==> src/rtl/axi_arb_pkg.sv <==
// ---------------------------------------------------------------------------
// axi_arb_pkg
//   Shared types and helpers for the per-slave round-robin AXI arbiter.
//   - arb_state_e      : per-slave lock state (IDLE / BUSY)
//   - clog2_min1       : $clog2 that never returns 0, for index widths
//   - arb_target_vec_t : packed per-master target vector for the default
//                        3-master x 6-slave build (master 0 in the LSBs)
// ---------------------------------------------------------------------------
package axi_arb_pkg;

    typedef enum logic {
        ARB_IDLE = 1'b0,
        ARB_BUSY = 1'b1
    } arb_state_e;

    function automatic int clog2_min1(input int n);
        return (n <= 2) ? 1 : $clog2(n);
    endfunction

    localparam int ARB_NM_DEFAULT = 3;
    localparam int ARB_NS_DEFAULT = 6;

    typedef logic [ARB_NM_DEFAULT*clog2_min1(ARB_NS_DEFAULT)-1:0] arb_target_vec_t;

endpackage

==> src/rtl/arb_rr_pick.sv <==
// ---------------------------------------------------------------------------
// arb_rr_pick
//   Combinational round-robin picker. Searches the request vector starting
//   at the position just after ptr_i, wrapping modulo N, and returns the
//   first requester both one-hot and as an index.
// Ports
//   req_i  in  N    request per master
//   ptr_i  in  IW   index of the last winner
//   gnt_o  out N    one-hot winner (all zero when no request)
//   idx_o  out IW   winner index (0 when no request)
// ---------------------------------------------------------------------------
module arb_rr_pick
    import axi_arb_pkg::*;
#(
    parameter  int N  = 3,
    localparam int IW = clog2_min1(N)
) (
    input  logic [N-1:0]  req_i,
    input  logic [IW-1:0] ptr_i,
    output logic [N-1:0]  gnt_o,
    output logic [IW-1:0] idx_o
);

    always_comb begin
        int   cand;
        logic found;
        gnt_o = '0;
        idx_o = '0;
        found = 1'b0;
        cand  = 0;
        // i = N lands back on the pointer itself, so the last winner is
        // considered only after everyone else.
        for (int i = 1; i <= N; i++) begin
            cand = (int'(ptr_i) + i) % N;
            if (!found && req_i[cand]) begin
                found       = 1'b1;
                gnt_o[cand] = 1'b1;
                idx_o       = IW'(cand);
            end
        end
    end

endmodule

==> src/rtl/axi_slave_rr_arbiter.sv <==
// ---------------------------------------------------------------------------
// axi_slave_rr_arbiter
//   Per-slave round-robin arbiter for an NUM_MASTERS x NUM_SLAVES AXI
//   interconnect. Every slave port owns an independent IDLE/BUSY lock so
//   transactions to different slaves overlap. Grants are registered to break
//   the valid->ready combinational path through the crossbar.
//
//   Handshake: a master requests a slave by holding req_valid_i with its
//   decoded target; the grant appears one edge later and is held until
//   release_i for that slave is seen (release_i is ignored while IDLE).
//
//   Optional feature macro: ARB_TIMEOUT_EN
//     defined   : per-slave BUSY counter; after TIMEOUT_CYCLES BUSY cycles
//                 without release the lock is dropped and timeout_o pulses.
//     undefined : no counters, timeout_o tied 0, locks held indefinitely.
//
// Ports
//   ACLK            in   1       clock
//   ARESETn         in   1       asynchronous active-low reset
//   req_valid_i     in   NM      ARVALID|AWVALID per master
//   req_target_i    in   NM*SW   decoded slave index per master (m0 in LSBs)
//   release_i       in   NS      per-slave end-of-transaction strobe
//   grant_valid_o   out  NS      slave s locked to a master
//   grant_master_o  out  NS*MW   owning master per slave (s0 in LSBs)
//   master_busy_o   out  NM      master currently holds some slave
//   timeout_o       out  NS      one-cycle pulse on forced release
// ---------------------------------------------------------------------------
module axi_slave_rr_arbiter
    import axi_arb_pkg::*;
#(
    parameter  int NUM_MASTERS    = 3,
    parameter  int NUM_SLAVES     = 6,
    parameter  int DEFAULT_SLAVE  = 5,
    parameter  int TIMEOUT_CYCLES = 1024,
    localparam int MW             = clog2_min1(NUM_MASTERS),
    localparam int SW             = clog2_min1(NUM_SLAVES)
) (
    input  logic                      ACLK,
    input  logic                      ARESETn,
    input  logic [NUM_MASTERS-1:0]    req_valid_i,
    input  logic [NUM_MASTERS*SW-1:0] req_target_i,
    input  logic [NUM_SLAVES-1:0]     release_i,
    output logic [NUM_SLAVES-1:0]     grant_valid_o,
    output logic [NUM_SLAVES*MW-1:0]  grant_master_o,
    output logic [NUM_MASTERS-1:0]    master_busy_o,
    output logic [NUM_SLAVES-1:0]     timeout_o
);

    if (NUM_MASTERS < 2 || NUM_SLAVES < 2 || TIMEOUT_CYCLES < 2 ||
        DEFAULT_SLAVE < 0 || DEFAULT_SLAVE >= NUM_SLAVES) begin : g_bad_param
        $error("axi_slave_rr_arbiter: illegal parameter combination");
    end

    // Widened so the comparison also works when NUM_SLAVES is a power of two.
    localparam logic [SW:0] NS_LIMIT = (SW+1)'(NUM_SLAVES);

    logic [SW-1:0]          tgt      [NUM_MASTERS];
    logic [NUM_MASTERS-1:0] pick_req [NUM_SLAVES];
    logic [NUM_MASTERS-1:0] pick_gnt [NUM_SLAVES];
    logic [MW-1:0]          pick_idx [NUM_SLAVES];

    arb_state_e             state_q        [NUM_SLAVES];
    arb_state_e             state_d        [NUM_SLAVES];
    logic [MW-1:0]          ptr_q          [NUM_SLAVES];
    logic [MW-1:0]          ptr_d          [NUM_SLAVES];
    logic [MW-1:0]          grant_master_q [NUM_SLAVES];
    logic [MW-1:0]          grant_master_d [NUM_SLAVES];
    logic [NUM_SLAVES-1:0]  grant_valid_q,  grant_valid_d;
    logic [NUM_MASTERS-1:0] master_busy_q,  master_busy_d;

`ifdef ARB_TIMEOUT_EN
    localparam int CW = clog2_min1(TIMEOUT_CYCLES);
    localparam logic [CW-1:0] CNT_LAST = CW'(TIMEOUT_CYCLES - 1);

    logic [CW-1:0]          cnt_q [NUM_SLAVES];
    logic [CW-1:0]          cnt_d [NUM_SLAVES];
    logic [NUM_SLAVES-1:0]  timeout_q, timeout_d;
`endif

    // Target decode: out-of-range targets go to the decode-error slave.
    // A master already holding a slave is excluded from every slave's pick,
    // which is what keeps a master to at most one grant.
    always_comb begin
        logic [SW-1:0] raw;
        raw = '0;
        for (int m = 0; m < NUM_MASTERS; m++) begin
            raw    = req_target_i[m*SW +: SW];
            tgt[m] = ({1'b0, raw} >= NS_LIMIT) ? SW'(DEFAULT_SLAVE) : raw;
        end
        for (int s = 0; s < NUM_SLAVES; s++) begin
            for (int m = 0; m < NUM_MASTERS; m++) begin
                pick_req[s][m] = req_valid_i[m] & ~master_busy_q[m] & (tgt[m] == SW'(s));
            end
        end
    end

    for (genvar s = 0; s < NUM_SLAVES; s++) begin : g_slave
        arb_rr_pick #(
            .N (NUM_MASTERS)
        ) u_pick (
            .req_i (pick_req[s]),
            .ptr_i (ptr_q[s]),
            .gnt_o (pick_gnt[s]),
            .idx_o (pick_idx[s])
        );

        assign grant_master_o[s*MW +: MW] = grant_master_q[s];
    end

    // Per-slave lock next state.
    always_comb begin
        for (int s = 0; s < NUM_SLAVES; s++) begin
            state_d[s]        = state_q[s];
            ptr_d[s]          = ptr_q[s];
            grant_valid_d[s]  = grant_valid_q[s];
            grant_master_d[s] = grant_master_q[s];
`ifdef ARB_TIMEOUT_EN
            cnt_d[s]          = cnt_q[s];
            timeout_d[s]      = 1'b0;
`endif
            case (state_q[s])
                ARB_IDLE: begin
                    if (|pick_gnt[s]) begin
                        state_d[s]        = ARB_BUSY;
                        grant_valid_d[s]  = 1'b1;
                        grant_master_d[s] = pick_idx[s];
                        ptr_d[s]          = pick_idx[s];
`ifdef ARB_TIMEOUT_EN
                        cnt_d[s]          = '0;
`endif
                    end
                end
                ARB_BUSY: begin
                    if (release_i[s]) begin
                        state_d[s]        = ARB_IDLE;
                        grant_valid_d[s]  = 1'b0;
                        grant_master_d[s] = '0;
                    end
`ifdef ARB_TIMEOUT_EN
                    // A genuine release in the final cycle takes priority
                    // and suppresses the timeout pulse.
                    else if (cnt_q[s] == CNT_LAST) begin
                        state_d[s]        = ARB_IDLE;
                        grant_valid_d[s]  = 1'b0;
                        grant_master_d[s] = '0;
                        timeout_d[s]      = 1'b1;
                    end else begin
                        cnt_d[s]          = cnt_q[s] + 1'b1;
                    end
`endif
                end
                default: begin
                    state_d[s]        = ARB_IDLE;
                    grant_valid_d[s]  = 1'b0;
                    grant_master_d[s] = '0;
                end
            endcase
        end

        // Busy is derived from the next grant state so that master_busy_o
        // always agrees with grant_valid_o/grant_master_o in the same cycle.
        for (int m = 0; m < NUM_MASTERS; m++) begin
            master_busy_d[m] = 1'b0;
            for (int s = 0; s < NUM_SLAVES; s++) begin
                if (grant_valid_d[s] && (grant_master_d[s] == MW'(m))) begin
                    master_busy_d[m] = 1'b1;
                end
            end
        end
    end

    always_ff @(posedge ACLK or negedge ARESETn) begin
        if (!ARESETn) begin
            for (int s = 0; s < NUM_SLAVES; s++) begin
                state_q[s]        <= ARB_IDLE;
                ptr_q[s]          <= MW'(NUM_MASTERS - 1);
                grant_master_q[s] <= '0;
`ifdef ARB_TIMEOUT_EN
                cnt_q[s]          <= '0;
`endif
            end
            grant_valid_q <= '0;
            master_busy_q <= '0;
`ifdef ARB_TIMEOUT_EN
            timeout_q     <= '0;
`endif
        end else begin
            for (int s = 0; s < NUM_SLAVES; s++) begin
                state_q[s]        <= state_d[s];
                ptr_q[s]          <= ptr_d[s];
                grant_master_q[s] <= grant_master_d[s];
`ifdef ARB_TIMEOUT_EN
                cnt_q[s]          <= cnt_d[s];
`endif
            end
            grant_valid_q <= grant_valid_d;
            master_busy_q <= master_busy_d;
`ifdef ARB_TIMEOUT_EN
            timeout_q     <= timeout_d;
`endif
        end
    end

    assign grant_valid_o = grant_valid_q;
    assign master_busy_o = master_busy_q;

`ifdef ARB_TIMEOUT_EN
    assign timeout_o = timeout_q;
`else
    assign timeout_o = '0;
`endif

endmodule
==> config.mk <==
export PLATFORM = sky130hd
export DESIGN_NAME = axi_slave_rr_arbiter
export DESIGN_NICKNAME = d
export VERILOG_FILES = /design/src/rtl/axi_arb_pkg.sv /design/src/rtl/arb_rr_pick.sv /design/src/rtl/axi_slave_rr_arbiter.sv
export SDC_FILE = /design/constraint.sdc
export NUM_CORES = 1
export LEC_CHECK = 0
export ABC_AREA = 1
export BUFFER_PORTS_ARGS = -buffer_cell sky130_fd_sc_hd__buf_4
export CAP_MARGIN = 25
export CORE_MARGIN = 4
export CORE_UTILIZATION = 45
export CTS_CLUSTER_DIAMETER = 40
export DETAILED_ROUTE_END_ITERATION = 7
export PLACE_DENSITY = 0.64
export SLEW_MARGIN = 40
export SYNTH_ARGS = -nofsm -noshare
export SYNTH_HDL_FRONTEND = slang
export SYNTH_HIERARCHICAL = 1
export SYNTH_SLANG_ARGS = --single-unit
==> constraint.sdc <==
create_clock -name ACLK -period 4.6 [get_ports ACLK]
set_clock_uncertainty 0.15 [all_clocks]
set_input_delay 0 -clock ACLK [delete_from_list [all_inputs] [get_ports ACLK]]
set_output_delay 0 -clock ACLK [all_outputs]
set_load 0.005 [all_outputs]
==> impl_metrics.csv <==
group,metric,value,unit
status,status,"completed",
sta,worstMarginPinSlew,0.802,ns
synth,synth_top_area_share,0.200,
worst_setup_path,critical_path.startpoint,"master_busy_o[0]",
worst_hold_path,hold_path.class,"in -> async",
sta,hold_ws,0.0572,ns
place,port_buffers,40,
final_layout,final_common_cell,"nand2_1",
pwr,irDropWorstVdd,0.317,mV
synth,synthCells,630,
sta,fmax,349,MHz
sta,period_share,0.623,
clocking,h-tree-depth,2,
sta,slew_headroom,0.461,
place,place_ws,1.73,ns
run,maxCapViolCount,0,
detailed_routing,post_drt_via_cell_ratio,4.80,
die,die-area,10800,sq um
pwr,leakagePower,0.00260,uW
sta,fin_setup_tns,0,ns
final_layout,diodes,0,
clocking,cts_num_sinks,39,
worst_setup_path,r2r-start,"master_busy_o[0]",
die,start_util,0.468,
die,die_w,104,microns
detailed_routing,via_count,3803,
grt,grt_pass1_wl,16300,microns
sta,setup_viol,0,
worst_setup_path,cp.arrival,2.89,ns
worst_setup_path,worstSetupPathType,"reg -> reg",
sta,drv_slew,0,
synth,ys_top_cells_by_area,"dfrtp_1, nand2_1, nand3_1, inv_1, nand2_4",
die,core,8810,sq um
synth,yosys_register_bits,39,
synth,syn_area_per_cell,6.55,sq um
synth,synth_seq_area_share,0.238,
die,io_pins,47,
grt,track_usage,0.177,
clocking,postCtsSetupRepairBufs,0,
worst_setup_path,endpoint_kind,"register",
final_layout,stdcell_count,792,
clocking,clockBufferDepth,2,
die,die_h,104,microns
die,fp-row-count,34,
clocking,tritoncts,"done",
final_layout,final_cell_mix,"nand2_1, inv_1, nand3_1",
detailed_routing,drt_drc_violations_left,0,
worst_setup_path,crit_path_max_fanout,6,
synth,yosys_warnings,6,
synth,yosysTopAreaCell,"dfrtp_1",
worst_setup_path,critPathLaunchType,"register",
place,dp_cells,777,
grt,first_global_vias,3549,
detailed_routing,drt-initial-drc-count,176,
worst_setup_path,r2r_end,"master_busy_o[2]",
worst_setup_path,cp.required,4.62,ns
detailed_routing,drt-total-wl,9220,microns
grt,grt_overflow,0,
synth,netlist_area,4130,sq um
pwr,power_density,550,nW/um^2
final_layout,drive_above_1_share,0.262,
clocking,numCtsBuffers,5,
synth,synth_cell_type_count,21,
detailed_routing,antenna_left,0,
place,dp_hpwl,7670,microns
sta,min_period,2.87,ns
worst_setup_path,reg2regPathDepth,20,
grt,antenna_found_initial,0,
worst_setup_path,rrSetupSlack,1.73,ns
place,gp_congestion,0.905,
clocking,clock_latency,0.30,ns
detailed_routing,drt-pass1-iter-count,5,
sta,rsz0062_at_grt,"false",
grt,grt_max_degree,40,
detailed_routing,wl_per_cell,11.6,microns
final_layout,layout.nets,727,
sta,hold_viol,0,
clocking,clk_pin_slew,0.09,ns
sta,worst_slack,1.73,ns
final_layout,area.growth.synth_to_final,13.7,%
clocking,cts-root-buf,"clkbuf_8",
-- cell usage after synthesis --
cell       n
o21ai_1    6
a31oi_1    6
nor3_1    15
nand2_2   32
a21oi_2    6
inv_4      3
nand2_4   28
dfrtp_1   33
inv_1     95
dfstp_2    6
nor2_2     6
ha_1      24
nor2_1    54
nand2_1  175
conb_1     1
nor2_4    12
inv_2     21
o21ai_0    6
nand3_1   77
buf_4      6
nand3_2   18
-- critical path, cell delays in order, from the launching register on --
cell	delay [ns]
dfrtp_1	0.39
nor2_1	0.14
nand2_1	0.14
nor3_1	0.52
inv_1	0.13
nor2_1	0.12
nor2_1	0.08
nor2_4	0.12
nor2_4	0.06
nand2_2	0.05
nand2_1	0.06
nor2_2	0.14
nand2_2	0.08
nand2_4	0.10
inv_4	0.05
nand2_4	0.07
nand2_4	0.06
inv_1	0.05
nor2_1	0.03
nor2_1	0.13
nand3_1	0.09
-- timing repair --
item,4_1_cts,5_1_grt
endpoints found under the hold margin,63,0
hold buffers,7,0
resized for setup,0,0
-- layout make-up --
| class | count | area, sq um |
|---|---|---|
| well taps | 108 | 135 |
| inverters | 119 | 454 |
| repair buffers | 47 | 370 |
| fillers | 862 | 4120 |
| clock inverters | 2 | 12.5 |
| multi-input cells | 471 | 2660 |
| flip-flops and latches | 39 | 983 |
| clock buffers | 6 | 72.6 |
-- flip-flops by register name (all words and copies together), names as in the netlist --
name,flops
grant_master_o,12
grant_valid_o,6
master_busy_o,3
ptr_q,12
state_q,6
-- layer usage --
layer | vias up | track usage | share of wire
li1 | 2032 | - | -
met1 | 1693 | 0.246 | 0.49
met2 | 72 | 0.296 | 0.46
met3 | 6 | 0.0230 | 0.041
met4 | 0 | 0.0361 | 0.0091
met5 | - | 0 | 0
-- worst max-delay path by stage --
stage | end | slack (ns) | cells past startpoint
after detailed placement | master_busy_o[2] | 1.73 | 20
final | master_busy_o[2] | 1.73 | 20
after global placement | master_busy_o[2] | 1.82 | 20
after CTS | master_busy_o[2] | 1.72 | 20
after global routing | master_busy_o[2] | 1.41 | 20
after floorplan | master_busy_o[2] | 2.19 | 20
-- kinds of logic (layout without fill, tap and decap cells) --
| kind of cell | Yosys count | in the layout | synth area share |
|---|---|---|---|
| flip-flops | 39 | 39 | 0.238 |
| adder cells (fa/ha/maj) | 24 | 24 | 0.0728 |
| AO/OA/AOI/OAI | 24 | 24 | 0.0364 |
| AND/OR/NAND/NOR | 417 | 417 | 0.530 |
| buffers and inverters | 125 | 174 | 0.121 |
| other | 1 | 6 | 0.000909 |
-- where the power goes --
part / leakage [uW] / switching (uW) / internal, uW
combinational: 0.00208 / 1170 / 616
sequential: 0.000485 / 87.2 / 476
clock: 0.0000412 / 125 / 106
-- per-stage QoR --
stage           util  power [uW]  cell area, sq um
3_5_place_dp   0.515        2350              4530
3_3_place_gp   0.515        2330              4530
2_1_floorplan      -        1970              4140
4_1_cts        0.533        2600              4690
6_report       0.533        2580              4690
5_1_grt        0.533        2860              4690
Note: power is estimated with default switching activity, not from simulation.
